## src/rtl/commit_stage.sv

```systemverilog
// commit_stage: two-wide in-order retirement out of the ROB.
// Decides how many of the two oldest entries retire, drives the ARF and
// store-buffer release, and sequences mispredict / exception flushes.
// Optional macro COMMIT_PERF_CNT_EN adds retired-instruction and flush counters.
module commit_stage #(
    parameter logic [31:0] EENTRY = 32'h1C00_0000
) (
    input  logic             clk,
    input  logic             rst,
    input  logic [1:0]       rob_valid_i,
    input  logic [1:0][4:0]  rob_areg_i,
    input  logic [1:0]       rob_w_reg_i,
    input  logic [1:0]       rob_w_mem_i,
    input  logic [1:0][31:0] rob_data_i,
    input  logic [1:0][31:0] rob_pc_i,
    input  logic [1:0]       rob_exc_i,
    input  logic [1:0]       rob_mispred_i,
    input  logic [1:0][31:0] rob_target_i,
    output logic [1:0]       commit_req_o,
    output logic [1:0]       arf_we_o,
    output logic [1:0][4:0]  arf_waddr_o,
    output logic [1:0][31:0] arf_wdata_o,
    output logic             sb_commit_o,
    input  logic             sb_ready_i,
    input  logic             sb_empty_i,
    output logic             flush_o,
    output logic [31:0]      redirect_pc_o,
`ifdef COMMIT_PERF_CNT_EN
    output logic [31:0]      perf_inst_cnt_o,
    output logic [31:0]      perf_flush_cnt_o,
`endif
    output logic [31:0]      era_o
);

    typedef enum logic [1:0] {RUN, DRAIN, FLUSH} state_t;

    state_t      state;
    logic [31:0] pend_pc;
    logic        c0, c1, mis, exc, we0, we1;
    logic [31:0] mis_tgt, exc_pc;

    // Retire decision: slot 1 only follows a retiring, non-mispredicting slot 0,
    // and at most one store is released per cycle. Gated off while in reset.
    always_comb begin
        c0 = (state == RUN) && !rst && rob_valid_i[0] && !rob_exc_i[0] &&
             (!rob_w_mem_i[0] || sb_ready_i);
        c1 = c0 && rob_valid_i[1] && !rob_exc_i[1] && !rob_mispred_i[0] &&
             !(rob_w_mem_i[0] && rob_w_mem_i[1]) &&
             (!rob_w_mem_i[1] || sb_ready_i);
        commit_req_o = {c1, c0};
        sb_commit_o  = (c0 && rob_w_mem_i[0]) || (c1 && rob_w_mem_i[1]);
        mis     = (c0 && rob_mispred_i[0]) || (c1 && rob_mispred_i[1]);
        mis_tgt = (c0 && rob_mispred_i[0]) ? rob_target_i[0] : rob_target_i[1];
        // Exception candidate is the oldest valid entry that does not retire.
        exc     = (state == RUN) && !rst &&
                  ((rob_valid_i[0] && rob_exc_i[0]) ||
                   (c0 && !rob_mispred_i[0] && rob_valid_i[1] && rob_exc_i[1]));
        exc_pc  = (rob_valid_i[0] && rob_exc_i[0]) ? rob_pc_i[0] : rob_pc_i[1];
        we1 = c1 && rob_w_reg_i[1] && (rob_areg_i[1] != 5'd0);
        // Younger write wins when both target the same register.
        we0 = c0 && rob_w_reg_i[0] && (rob_areg_i[0] != 5'd0) &&
              !(we1 && (rob_areg_i[0] == rob_areg_i[1]));
    end

    // Flush sequencing FSM; flush_o/redirect_pc_o are registered on entry to FLUSH.
    always_ff @(posedge clk or posedge rst) begin
        if (rst) begin
            state         <= RUN;
            pend_pc       <= 32'd0;
            flush_o       <= 1'b0;
            redirect_pc_o <= 32'd0;
            era_o         <= 32'd0;
        end else begin
            flush_o <= 1'b0;
            case (state)
                RUN: begin
                    if (mis) begin
                        state         <= FLUSH;
                        pend_pc       <= mis_tgt;
                        flush_o       <= 1'b1;
                        redirect_pc_o <= mis_tgt;
                    end else if (exc) begin
                        era_o   <= exc_pc;
                        pend_pc <= EENTRY;
                        if (sb_empty_i) begin
                            state         <= FLUSH;
                            flush_o       <= 1'b1;
                            redirect_pc_o <= EENTRY;
                        end else begin
                            state <= DRAIN;
                        end
                    end
                end
                DRAIN: begin
                    if (sb_empty_i) begin
                        state         <= FLUSH;
                        flush_o       <= 1'b1;
                        redirect_pc_o <= pend_pc;
                    end
                end
                default: state <= RUN;
            endcase
        end
    end

    // ARF write port registers; address/data only update on a real write.
    always_ff @(posedge clk or posedge rst) begin
        if (rst) begin
            arf_we_o    <= 2'b00;
            arf_waddr_o <= '0;
            arf_wdata_o <= '0;
        end else begin
            arf_we_o <= {we1, we0};
            if (we0) begin
                arf_waddr_o[0] <= rob_areg_i[0];
                arf_wdata_o[0] <= rob_data_i[0];
            end
            if (we1) begin
                arf_waddr_o[1] <= rob_areg_i[1];
                arf_wdata_o[1] <= rob_data_i[1];
            end
        end
    end

`ifdef COMMIT_PERF_CNT_EN
    // Retired-instruction and flush-pulse counters, wrapping at 2^32.
    always_ff @(posedge clk or posedge rst) begin
        if (rst) begin
            perf_inst_cnt_o  <= 32'd0;
            perf_flush_cnt_o <= 32'd0;
        end else begin
            perf_inst_cnt_o  <= perf_inst_cnt_o + {31'd0, c0} + {31'd0, c1};
            perf_flush_cnt_o <= perf_flush_cnt_o + {31'd0, flush_o};
        end
    end
`endif

endmodule
```

## config.mk

```make
export PLATFORM = sky130hd
export DESIGN_NAME = commit_stage
export DESIGN_NICKNAME = d
export VERILOG_FILES = /design/src/rtl/commit_stage.sv
export SDC_FILE = /design/constraint.sdc
export NUM_CORES = 1
export LEC_CHECK = 0
export BUFFER_PORTS_ARGS = -buffer_cell sky130_fd_sc_hd__clkbuf_2
export CORE_AREA = 2 2 138 140
export DETAILED_ROUTE_END_ITERATION = 10
export DIE_AREA = 0 0 140 142
export GPL_TIMING_DRIVEN = 0
export HOLD_SLACK_MARGIN = 0.03
export PLACE_DENSITY = 0.84
export SKIP_CTS_REPAIR_TIMING = 1
export SYNTH_ARGS = -nofsm -noshare
export SYNTH_HDL_FRONTEND = slang
export SYNTH_SLANG_ARGS = --single-unit
```

## constraint.sdc

```tcl
create_clock -name clk -period 6.27 [get_ports clk]
set_input_delay 0.627 -clock clk [delete_from_list [all_inputs] [get_ports clk]]
set_output_delay 0.627 -clock clk [all_outputs]
set_load 0.05 [all_outputs]
```

# ---- Word-level counts from Yosys, hierarchy flattened
# Index checks and enable logic that the tools add are counted.
dict set report word_totals {
  reg_bits 175
  latch_bits 0
  ram_bits 0
  romBits 0
  inputBits 216
  out_inout_bits 144
  word_cells 81
  mem_count 0
}
dict set report op_classes {
  n_addsub 0
  mul 0
  div_mod_pow 0
  order_cmp 0
  n_eq_ne 5
  shifts 0
  n_mux 18
  bitwise 1
  reduce_logical 47
}
# operator count
set op_table {}
lappend op_table {{32-bit two-way mux} 8}
lappend op_table {{32-bit one-hot mux with 2 select lines} 1}
lappend op_table {{1-bit logical AND} 25}
lappend op_table {{5-bit nonzero test} 2}
lappend op_table {{1-bit logical NOT} 8}
lappend op_table {{2-bit two-way mux} 4}
lappend op_table {{3-bit != test (second input constant)} 2}
lappend op_table {{5-bit == test} 1}
lappend op_table {{1-bit logical OR} 5}
lappend op_table {{2-bit one-hot mux with 2 select lines} 1}
lappend op_table {{2-bit AND reduction} 2}
lappend op_table {{4-bit AND reduction} 1}
lappend op_table {{2-bit nonzero test} 2}
lappend op_table {{1-bit two-way mux} 3}
lappend op_table {{3-bit AND reduction} 1}
lappend op_table {{2-bit by 1-bit == test with 1-bit output (second input constant)} 1}
lappend op_table {{2-bit logical NOT} 1}
lappend op_table {{2-bit != test (second input constant)} 1}
lappend op_table {{1-bit one-hot mux with 2 select lines} 1}
lappend op_table {{1-bit inverter} 1}

# ---- Depth between registers and ports, before layout
dict set report logic_depth {
  word_depth 15
  mapped_depth 8
}

# ---- Least setup slack after synthesis
# No wires, ideal clock.
dict set report synth_timing {
  kind {input -> output}
  start {input port rob_exc_i[0]}
  end {output port sb_commit_o}
  arrival_ns 2.202
  t_required_ns 5.643
  slack_ns 3.441
  cell_stages 5
  n_path_buf 2
  cell_sequence {nand2b_1 nor3b_4 clkbuf_1 buf_2 nor2b_1}
}
dict set report synth_between {
  elab_chain_cells 10
  elab_cells_between_ends 11
  classes_between {reduce/logical: 11}
}
# element line_no
set synth_rtl {}
lappend synth_rtl {{from (decl)} 16} ;# input logic [1:0] rob_exc_i,
lappend synth_rtl {{1-bit logical NOT (*)} 45} ;# c0 = (state == RUN) && !rst && rob_valid_i[0] && !rob_exc_i[0] &&
lappend synth_rtl {{1-bit logical AND (*) (2 in a row)} 45}
lappend synth_rtl {{named net c0} 39} ;# logic c0, c1, mis, exc, we0, we1;
lappend synth_rtl {{1-bit logical AND (4 in a row)} 47} ;# c1 = c0 && rob_valid_i[1] && !rob_exc_i[1] && !rob_mispred_i[0] &&
lappend synth_rtl {{1-bit logical AND} 48} ;# !(rob_w_mem_i[0] && rob_w_mem_i[1]) &&
lappend synth_rtl {{1-bit logical AND} 51} ;# sb_commit_o = (c0 && rob_w_mem_i[0]) || (c1 && rob_w_mem_i[1]);
lappend synth_rtl {{1-bit logical OR (*)} 51}
lappend synth_rtl {{to (decl)} 23} ;# output logic sb_commit_o,
# The timed path passes the listed nets; every way through them passes the cells marked *.

# ---- Worst setup path in the final report
dict set report layout_timing {
  start {register state[0]}
  end {output port commit_req_o[1]}
}
dict set report layout_between {
  elab_chain_cells 10
}
# element line_no
set layout_rtl {}
lappend layout_rtl {{from (decl)} 37} ;# state_t state;
lappend layout_rtl {{from (signal assigned)} 68} ;# state <= RUN;
lappend layout_rtl {{from (signal assigned)} 78} ;# state <= FLUSH;
lappend layout_rtl {{from (signal assigned)} 86} ;# state <= FLUSH;
lappend layout_rtl {{2-bit logical NOT} 45}
lappend layout_rtl {{1-bit logical AND (4 in a row)} 45}
lappend layout_rtl {{named net c0} 39}
lappend layout_rtl {{1-bit logical AND (4 in a row)} 47}
lappend layout_rtl {{1-bit logical AND} 48}
lappend layout_rtl {{to (decl)} 19} ;# output logic [1:0] commit_req_o,
# The timed path passes the listed nets, and every way through them passes these cells.

==> run metrics <==
initial antenna violation count 3; deepest clock path buffer count 2; crit-path leading delay family buffers and inverters; GR Util All Layers 0.2398; Setup Viol. Count Final 0; Worst Setup End Kind output port; commonest non-fill, non-tap cell in the layout clkbuf_2; final WL 23910 um; Hold/Removal Path Class in2async; Final Max Slew Viols 0; Vias 6418; Yosys cell types 43; Leak 5.802 nW; pwr dens 348.5 mW/mm^2; Clock Pin Slew Worst Setup and Hold Paths 0.07 ns; Die Ht 142 um; H-Tree Depth 4; final cell count without fillers 1208; utilization after layout 0.5645; antenna-violating nets left 0; ys async rst share 1.000; Synth area leader dfrtp_1; CP Launch Point state[0]; fin crit share 0.5624; clock buffer count from CTS 17; status complete, but fails checks; 1st-pass router iterations 11; layout cell share with drive strength beyond 1 0.5160; input/output buffers 359; Fmax 283.6 MHz; Critical Path RT 5.64 ns; Mapped Cells 579; Worst R2R Start state[0]; WL/cell 19.79 um; largest net degree at the start of global routing 121; Worst Setup Start Kind flip-flop; maximum vdd drop 0.2223 mV; Yosys reg bits 175; RD Place Congestion 0.8191; grt total ovfl 0; Yosys Warn Count 0; vias per cell 5.313; Bufs and invs on worst path 5; CTS root buffer clkbuf_16; sequential area share after synthesis 0.5694; min Tclk post-route 3.526 ns; synthesized area 0.007691 mm^2; Max Clock Skew 0.02184 ns; worst slew pin tran 0.8470 ns; CP arrival 2.90 ns; failing checks DRC; IO Pins 360; CTS tree built; first-pass GRT wire length 36830 um; average size of a mapped cell 13.28 um^2; Worst-Skew Late Latency 0.43 ns; Slowest cell on crit path clkbuf_1; vias in the first global route 6811; Crit path largest cell delay 0.43 ns; critical path cell sequence buf_6, nor3_2, nor3b_4, clkbuf_1, buf_2, and2_1, buf_4, clkbuf_2; final net count 1174; DRT iter0 DRCs 286; FP Rows 50; Inst Count DP 1173; Post-synth EDFFs 0; most frequent cells in the layout clkbuf_2, dfrtp_1, mux2_2; Die ar. 0.01988 mm^2; Die W 140 um; Syn Nets 795; DP HPWL 18450 um; Starting Density 0.4167; Hold Vio Cnt, Final 0; Remaining DRCs 19; crit path kind reg2out; main flop type after synthesis dfrtp_1; top post-synthesis cells by area dfrtp_1, mux2_2, a221o_1, mux2i_1, mux2_4; Max Fanout on Critical Path 10; count of maximum capacitance violations 0; top-area cell type share of the netlist area 0.5694; normalized max-slew margin 0.4353; Core ar. 0.01846 mm^2; RSZ-0062 raised after global routing false; P&R area growth vs syn 35.46%; Num Clock Sinks 175
logic make-up (layout without fill, tap and decap cells):
kind of cell	count (synthesis)	after routing	synth area share
mux	137	137	0.2032
compound gates	118	118	0.1251
other cells	0	3	0
simple gates	90	90	0.06214
xor+xnor	5	5	0.005695
buf+inv	54	446	0.03449
flops	175	175	0.5694
cells in the mapped netlist, types with 3 or more instances:
cell	count
xor2_1	3
and3_1	23
buf_6	3
a22o_1	6
o22ai_1	3
a21oi_1	6
inv_1	10
a221o_1	50
a21o_1	6
mux2_1	21
mux2_4	17
buf_2	14
nand3_1	3
o21ai_0	33
nand2_1	43
dfrtp_1	175
clkbuf_1	20
o221ai_1	3
buf_4	6
and2_1	10
mux2i_1	35
mux2_2	64
routing by layer:
layer	GRT usage	wire, um	vias to the layer above
met5	0	0	-
met4	0.1031	743	0
met3	0.06157	1892	43
met2	0.4200	12390	292
met1	0.2809	8881	3180
li1	-	-	2903
where the power goes:
group          total [mW]  internal, mW  switching [mW]
Clock                1.10         0.611           0.487
Combinational        1.12         0.309           0.806
Sequential           1.42          1.31           0.106
layout make-up:
cell class / count / area, um^2
fill: 1533 / 8036
sequential: 175 / 4379
multi-input combinational: 350 / 3047
timing repair buffer: 360 / 1824
clock buffer: 20 / 446.7
tap: 234 / 292.8
buffer: 44 / 227.7
clock inverter: 12 / 148.9
inverter: 10 / 45.04
antenna: 3 / 7.507
final timing paths:
path | to | slack (ns) | depth (start not counted)
max in group asynchronous | arf_wdata_o[31] | 5.14 | 3
hold reg to reg | pend_pc[20] | 0.47 | 1
hold / removal | era_o[8] | 0.23 | 2
setup / recovery | commit_req_o[1] | 2.74 | 8
setup reg to reg | redirect_pc_o[28] | 3.62 | 8
min in group clk | state[0] | 0.40 | 2
flip-flops by register name, indices dropped and copies added (netlist names):
register       count
state              2
era_o             32
redirect_pc_o     32
arf_wdata_o       64
flush_o            1
arf_waddr_o       10
pend_pc           32
arf_we_o           2
stage by stage:
| step | setup TNS (ns) | total power, mW | area, um^2 | worst slack (ns) | hold slack (ns) |
|---|---|---|---|---|---|
| 2_1_floorplan | 0 | 2.221 | 7691 | 0.8978 | 0.4408 |
| 3_3_place_gp | -209.66 | 2.527 | 9781 | -1.212 | 0.4489 |
| 3_5_place_dp | 0 | 2.557 | 9816 | 2.944 | 0.4569 |
| 4_1_cts | 0 | 3.654 | 10410 | 2.715 | 0.2409 |
| 5_1_grt | 0 | 3.773 | 10420 | 2.574 | 0.2529 |
| 6_report | 0 | 3.631 | 10420 | 2.744 | 0.2261 |
Power figures use the tool's default switching activity.
